[config.mk]
export PLATFORM = sky130hd
export DESIGN_NAME = seg_display_scroll_buffer_flat
export DESIGN_NICKNAME = d
export VERILOG_FILES = /design/src/rtl/seg_display_scroll_buffer_pkg.sv /design/src/rtl/seg_display_scroll_buffer_if.sv /design/src/rtl/seg_scroll_tick_gen.sv /design/src/rtl/seg_display_scroll_buffer.sv /design/src/flat_wrapper.sv
export SDC_FILE = /design/constraint.sdc
export NUM_CORES = 1
export LEC_CHECK = 0
export ABC_CLOCK_PERIOD_IN_PS = 4900
export BUFFER_PORTS_ARGS = -buffer_cell sky130_fd_sc_hd__buf_2
export CORE_MARGIN = 2
export CORE_UTILIZATION = 41
export DETAILED_ROUTE_END_ITERATION = 6
export GPL_TIMING_DRIVEN = 0
export PLACE_DENSITY = 0.69
export SLEW_MARGIN = 20
export SYNTH_ARGS = -nofsm -noshare
export SYNTH_HDL_FRONTEND = slang
export SYNTH_HIERARCHICAL = 1
export SYNTH_SLANG_ARGS = --single-unit
export TNS_END_PERCENT = 20
[constraint.sdc]
create_clock -name clock -period 4.9 [get_ports clock]
set_input_delay 0.735 -clock clock [delete_from_list [all_inputs] [get_ports clock]]
set_output_delay 0.735 -clock clock [all_outputs]
set_load 0.005 [all_outputs]
[src/rtl/seg_display_scroll_buffer_pkg.sv]
// seg_display_pkg: shared digit-code constants and scroll mode encodings
package seg_display_pkg;
  localparam int SEG_W_DEF = 7;
  localparam logic [6:0] SEG_BLANK = 7'h7F;
  typedef enum logic [1:0] {
    MODE_MANUAL     = 2'b00,
    MODE_ROTATE     = 2'b01,
    MODE_SCROLL_OUT = 2'b10,
    MODE_HOLD       = 2'b11
  } mode_e;
endpackage

[src/rtl/seg_display_scroll_buffer_if.sv]
// seg_display_scroll_buffer_if: control, push handshake and display outputs of the scroll buffer
interface seg_display_scroll_buffer_if
  import seg_display_pkg::*;
#(
  parameter int SEG_W = SEG_W_DEF,
  parameter int DEPTH = 6
);
  localparam int CW = $clog2(DEPTH + 1);
  logic clear;
  mode_e mode;
  logic push_valid;
  logic push_ready;
  logic [SEG_W-1:0] din;
  logic [DEPTH*SEG_W-1:0] digits;
  logic [CW-1:0] count;
  logic full;
  logic step;
  modport master(output clear, mode, push_valid, din, input push_ready, digits, count, full, step);
  modport slave(input clear, mode, push_valid, din, output push_ready, digits, count, full, step);
endinterface

[src/rtl/seg_scroll_tick_gen.sv]
// seg_scroll_tick_gen: scroll prescaler; a restart cycle holds it at zero so a full interval follows
module seg_scroll_tick_gen #(
  parameter int SCROLL_DIV = 50000000
) (
  input  logic clock,
  input  logic reset,
  input  logic run,
  input  logic restart,
  output logic tick
);
  localparam int PW = SCROLL_DIV > 1 ? $clog2(SCROLL_DIV) : 1;
  logic [PW-1:0] r_pre;
  assign tick = run && !restart && r_pre == PW'(SCROLL_DIV - 1);
  always_ff @(posedge clock)
    r_pre <= (reset || restart || !run || tick) ? '0 : r_pre + PW'(1);
endmodule

[src/rtl/seg_display_scroll_buffer.sv]
// seg_display_scroll_buffer: digit-code shift buffer with push handshake, occupancy and timed scrolling
module seg_display_scroll_buffer
  import seg_display_pkg::*;
#(
  parameter int SEG_W = SEG_W_DEF,
  parameter int DEPTH = 6,
  parameter logic [SEG_W-1:0] BLANK = SEG_W'(SEG_BLANK),
  parameter int SCROLL_DIV = 50000000
) (
  input logic clock,
  input logic reset,
  seg_display_scroll_buffer_if.slave bus
);
  localparam int CW = $clog2(DEPTH + 1);
  logic [SEG_W-1:0] r_cells [DEPTH];
  logic [CW-1:0] r_count;
  mode_e r_mode;
  logic r_step;
  logic w_run, w_restart, w_tick, w_push;
  logic [SEG_W-1:0] w_cell0;
  logic [CW-1:0] w_count_nxt;
  assign w_run = bus.mode == MODE_ROTATE || bus.mode == MODE_SCROLL_OUT;
  assign w_restart = bus.clear || bus.mode != r_mode;
  assign bus.push_ready = bus.mode == MODE_MANUAL && !reset && !bus.clear;
  assign w_push = bus.push_valid && bus.push_ready;
  assign w_cell0 = w_push ? bus.din : bus.mode == MODE_ROTATE ? r_cells[DEPTH-1] : BLANK;
  assign w_count_nxt = w_push ? (r_count == CW'(DEPTH) ? r_count : r_count + CW'(1))
                     : (bus.mode == MODE_SCROLL_OUT && r_count != '0) ? r_count - CW'(1) : r_count;
  seg_scroll_tick_gen #(.SCROLL_DIV(SCROLL_DIV)) u_tick (
    .clock(clock),
    .reset(reset),
    .run(w_run),
    .restart(w_restart),
    .tick(w_tick)
  );
  always_ff @(posedge clock) begin
    if (reset || bus.clear) begin
      for (int i = 0; i < DEPTH; i++) r_cells[i] <= BLANK;
      r_count <= '0;
    end else if (w_push || w_tick) begin
      r_cells[0] <= w_cell0;
      for (int i = 1; i < DEPTH; i++) r_cells[i] <= r_cells[i-1];
      r_count <= w_count_nxt;
    end
  end
  always_ff @(posedge clock) begin
    r_mode <= reset ? MODE_MANUAL : bus.mode;
    r_step <= !reset && w_tick;
  end
  for (genvar g = 0; g < DEPTH; g++) begin : g_dig
    assign bus.digits[g*SEG_W +: SEG_W] = r_cells[g];
  end
  assign bus.count = r_count;
  assign bus.full = r_count == CW'(DEPTH);
  assign bus.step = r_step;
endmodule

[src/flat_wrapper.sv]
// flat-port wrapper written by rule: the top's interface ports become plain ports
module seg_display_scroll_buffer_flat import seg_display_pkg::*;
#(
  parameter int SEG_W = SEG_W_DEF,
  parameter int DEPTH = 6,
  parameter logic [SEG_W-1:0] BLANK = SEG_W'(SEG_BLANK),
  parameter int SCROLL_DIV = 50000000
)
  (clock, reset, bus_clear, bus_mode, bus_push_valid, bus_din, bus_push_ready, bus_digits, bus_count, bus_full, bus_step);
  seg_display_scroll_buffer_if #(.SEG_W(SEG_W), .DEPTH(DEPTH)) bus_i ();
  input logic clock;
  input logic reset;
  input wire logic [$bits(bus_i.clear)-1:0] bus_clear;
  input wire logic [$bits(bus_i.mode)-1:0] bus_mode;
  input wire logic [$bits(bus_i.push_valid)-1:0] bus_push_valid;
  input wire logic [$bits(bus_i.din)-1:0] bus_din;
  output wire logic [$bits(bus_i.push_ready)-1:0] bus_push_ready;
  output wire logic [$bits(bus_i.digits)-1:0] bus_digits;
  output wire logic [$bits(bus_i.count)-1:0] bus_count;
  output wire logic [$bits(bus_i.full)-1:0] bus_full;
  output wire logic [$bits(bus_i.step)-1:0] bus_step;
  assign bus_i.clear = bus_clear;
  assign bus_i.mode = bus_mode;
  assign bus_i.push_valid = bus_push_valid;
  assign bus_i.din = bus_din;
  assign bus_push_ready = bus_i.push_ready;
  assign bus_digits = bus_i.digits;
  assign bus_count = bus_i.count;
  assign bus_full = bus_i.full;
  assign bus_step = bus_i.step;
  seg_display_scroll_buffer #(.SEG_W(SEG_W), .DEPTH(DEPTH), .BLANK(BLANK), .SCROLL_DIV(SCROLL_DIV)) u_core (.clock(clock), .reset(reset), .bus(bus_i));
endmodule
After elaboration in Yosys (flattened, before gate mapping)
Memory sizes are Yosys's and may differ from the RTL's. Cells that the tools add are included.

Input port bits: 13. Memories kept: 1. Register bits: 32. Bits in read-only memories: 0. Latch bits: 0. Logic and storage cells: 58. Memory bits (writable): 42.

Memories: u_core.r_cells (words 6, width 7, read ports 6, clocked after Yosys merged registers in 0, wr ports 6, RTL line seg_display_scroll_buffer.sv:15) `logic [SEG_W-1:0] r_cells [DEPTH];`.

Reduce and logical (&&, ||, !) cells: 22. Equal/unequal tests: 6. Shift operators: 0. Bitwise operators: 6. Multipliers: 0. Div/mod/pow operators: 0. $lt $le $gt $ge: 0. Multiplexer cells: 16. $add $sub $neg: 3.

Operator list (number): 2-to-1 mux 7 bit (8); adder 26 x 1 -> 26 bit (second input constant) (1); equality test 26 bit (second input constant) (1); 2-to-1 mux 3 bit (3); logical AND 1 bit (7); logical OR 1 bit (7); bitwise OR 1 bit (6); 2-to-1 mux 1 bit (5); logical NOT 1 bit (4); adder 3 x 1 -> 3 bit (second input constant) (1); equality test 3 bit (second input constant) (1); AND reduction 3 bit (1); nonzero test 3 bit (1); subtractor 3 x 1 -> 3 bit (second input constant) (1); equality test 2 x 1 -> 1 bit (second input constant) (1); equality test 2 bit (second input constant) (1); logical NOT 2 bit (1); != test 2 bit (1); != test 2 bit (second input constant) (1); nonzero test 2 bit (1).

Depth between registers and ports, before layout
Depth in word-level cells: 10. Gate-level depth with buffers: 9. Mapped depth without buffers: 9.

Modules after synthesis
The synthesis kept the hierarchy.

Modules (own cells, without submodules): seg_display_scroll_buffer (times used 1, cells an instance 143, sequential area each 1381.3 um^2, area each 2005.7 um^2); seg_scroll_tick_gen (times used 1, cells an instance 144, sequential area each 520.5 um^2, area each 1233.7 um^2).

Worst setup path after synthesis
OpenSTA, ideal clock, no wires.

Path kind: input to register. From: input bus_mode[0]. To: memory u_core/r_cells[0][0] (netlist bit) (enable). Stages on the path: 6. Slack: 1.752 ns. Arrival: 2.747 ns. Required time: 4.499 ns. Buffers on the path: 0. Path through: xor2_1 or3_1 nor4b_1 nand4_1 nor2_1 or4_1.

RTL lines: start: declaration (RTL line flat_wrapper.sv:14) `input wire logic [$bits(bus_i.mode)-1:0] bus_mode;`; end: declaration (RTL line seg_display_scroll_buffer.sv:15).

==> flow_summary.json <==
{
  "diodes": 0,
  "postCtsHoldBufs": 0,
  "async_reset_ff_share_pct": 0,
  "synth_area_um2": 3240,
  "cp.arrival_ps": 3390,
  "area_growth_pct": 19.9,
  "layout_common_cells": "buf_2, edfxtp_1, nand2b_1",
  "fin_nets": 377,
  "cp_max_fo": 10,
  "hold_viol": 0,
  "h-tree-depth": 3,
  "synthCells": 287,
  "hp-start": "u_core/u_tick/r_pre[0]",
  "die_w_um": 92.9,
  "fmax_ghz": 0.299,
  "synth_cell_types": 47,
  "endpoint_kind": "register",
  "path_buf_inv": 2,
  "drive_gt1_share_pct": 26.1,
  "crit_type": "in2reg",
  "cts_setup_buffers": 0,
  "grt_pass1_wl_um": 11500,
  "cts.clk_slew.worst_paths_ps": 70,
  "synth-edff-count": 42,
  "syn_avg_cell_area_um2": 11.3,
  "rr_worst_depth": 9,
  "max_stage_delay_ps": 470,
  "drtPass1Iterations": 4,
  "relSlewSlack_pct": 60.5,
  "power.internal_w": 0.000904,
  "synth_top_area_share_pct": 38.9,
  "swShare_pct": 21.8,
  "root_buffer": "clkbuf_8",
  "ys_warn_count": 6,
  "gp_congestion": 0.826,
  "status": "completed",
  "wl_per_cell_um": 14.6,
  "core_area_um2": 7690,
  "synthTopCellsByArea": "edfxtp_1, dfxtp_1, nand2b_1",
  "min-delay-path-class": "reg2reg",
  "ios": 61,
  "overflow": 0,
  "clock-sinks": 74,
  "fin_setup_tns_ps": 0,
  "worst_slew_pin_slew_ps": 588,
  "synth-main-ff-cell": "edfxtp_1",
  "crit_required_ps": 4940,
  "critical_path.top_delay_family": "simple AND/OR/NAND/NOR gates",
  "cp_slowest_cell": "nor3_1",
  "cts-resized-gates": 0,
  "viasPerCell": 5.20,
  "ys_ff_latch": 74,
  "grt_antenna_before_repair": 0,
  "startpoint_type": "primary input",
  "seq_power_share_pct": 56.7,
  "min_period_ps": 3350,
  "wl_um": 6810,
  "min_to": "u_core/u_tick/r_pre[0]",
  "reg2reg_to": "u_core/r_cells[0][3]",
  "r2r_slack_ps": 1730,
  "hold_path_depth": 1,
  "grt_max_degree": 35,
  "dieArea_um2": 8630,
  "comb_power_share_pct": 2.9,
  "antenna_left": 0,
  "initial_core_util_pct": 42.1,
  "finalCritPeriodShare_pct": 68.3,
  "port_buffers": 60,
  "p_per_area_nw_per_um2": 298,
  "tritoncts": "yes",
  "final_common_cell": "buf_2",
  "clockBufferDepth": 2,
  "clk_latency_ps": 350,
  "synth_area_leader_cell": "edfxtp_1",
  "rr_startpoint": "u_core/r_mode[0]",
  "drc": 0,
  "dp_hpwl_um": 4860,
  "ir_worst_vdd_v": 0.000135,
  "grt_util_all_layers_pct": 17.0,
  "clock_skew_ps": 13.0,
  "setup_viol": 0,
  "maxCapViolCount": 0,
  "clkPwrFrac_pct": 40.4,
  "crit_chain": "buf_2, xor2_1, or3_1, nor4b_1, nand4_1, nor2_1, a21oi_1, nor3_1, clkbuf_1, o21ai_0",
  "p_leak_nw": 1.19,
  "rsz0062_at_grt": "no",
  "synth_nets": 305,
  "numCtsBuffers": 9,
  "vias": 2424,
  "yosysSeqAreaShare_pct": 58.7,
  "p_sw_w": 0.000252,
  "p_total_w": 0.00116,
  "fp-row-count": 32,
  "drv_slew": 0,
  "die_height_um": 92.9,
  "grt_pass1_vias": 2334,
  "drt_first_iter_violations": 136
}
flip-flops by register name, indices dropped and copies added, names as in the netlist:
signal and count:
u_core/r_cells 42, u_core/bus.count 3, u_core/bus.step 1, u_core/r_mode 2
u_core/u_tick/r_pre 26
cells by family (layout without fill, tap and decap cells):
family	Yosys count	in the layout	synth area share, %
DFF	74	74	58.7
AOI/OAI and AO/OA	40	40	7.45
xor gates and xnor gates	13	13	3.51
buffers and inverters	17	94	2.97
adders and majority gates	5	5	2.16
muxes	1	1	0.309
and+or+nand+nor	137	137	24.9
synthesized netlist by cell type, drive strengths merged (3+ instances only):
| cell | instances |
|---|---|
| xnor2 | 6 |
| and4 | 3 |
| nand2b | 33 |
| o21ai | 13 |
| dfxtp | 32 |
| buf | 9 |
| nor2 | 26 |
| xor2 | 7 |
| nand4 | 6 |
| inv | 6 |
| nand3 | 10 |
| or3 | 9 |
| ha | 4 |
| o31ai | 8 |
| a21oi | 14 |
| edfxtp | 42 |
| nor3b | 8 |
| nand2 | 13 |
| nor4b | 3 |
| or4 | 10 |
| and3 | 4 |
layout make-up:
class | instances | area, µm²
inverters | 6 | 22.5
repair buffers | 61 | 320
multi-input cells | 196 | 1240
clock inverters | 6 | 67.6
flip-flops and latches | 74 | 1900
plain buffers | 11 | 73.8
fillers | 718 | 3800
well taps | 102 | 128
clock buffers | 10 | 128
power by group through the flow:
stage | Sequential (W) | Clock [W] | Combinational, W
CTS | 0.000655 | 0.000479 | 0.0000344
detailed placement | 0.000669 | 0 | 0.0000342
finish | 0.000655 | 0.000466 | 0.0000339
floorplan | 0.000670 | 0 | 0.0000190
global route | 0.000655 | 0.000507 | 0.0000375
global placement | 0.000670 | 0 | 0.0000316
per-layer routing:
metal  up-vias  wire (µm)  GRT usage, %
li1       1187          -             -
met3        10        390          3.91
met1      1155       3100          22.3
met2        72       3230          26.8
met5         -          0             0
met4         0         94          7.97
worst max path at each step:
stage | endpoint | start | depth (start not counted)
2_1_floorplan | u_core/r_cells[0][0] | bus_mode[0] | 6
3_3_place_gp | u_core/r_cells[1][4] | bus_mode[0] | 7
3_5_place_dp | u_core/r_cells[0][3] | bus_mode[0] | 10
4_1_cts | u_core/r_cells[0][3] | bus_mode[0] | 10
5_1_grt | u_core/r_cells[0][3] | bus_mode[0] | 10
6_report | u_core/r_cells[0][3] | bus_mode[0] | 10
metrics by stage:
step / setup slack, ps / hold slack, ps / util [%] / instance area [µm²] / std cells
floorplan: 1750 / 429 / - / 3240 / 287
finish: 1550 / 468 / 50.5 / 3880 / 466
global route: 1320 / 497 / 50.5 / 3880 / 466
detailed placement: 1250 / 455 / 48.0 / 3690 / 450
global placement: 901 / 444 / 47.7 / 3670 / 449
CTS: 1620 / 472 / 50.5 / 3880 / 466
Note: power is estimated with default switching activity, not from simulation.
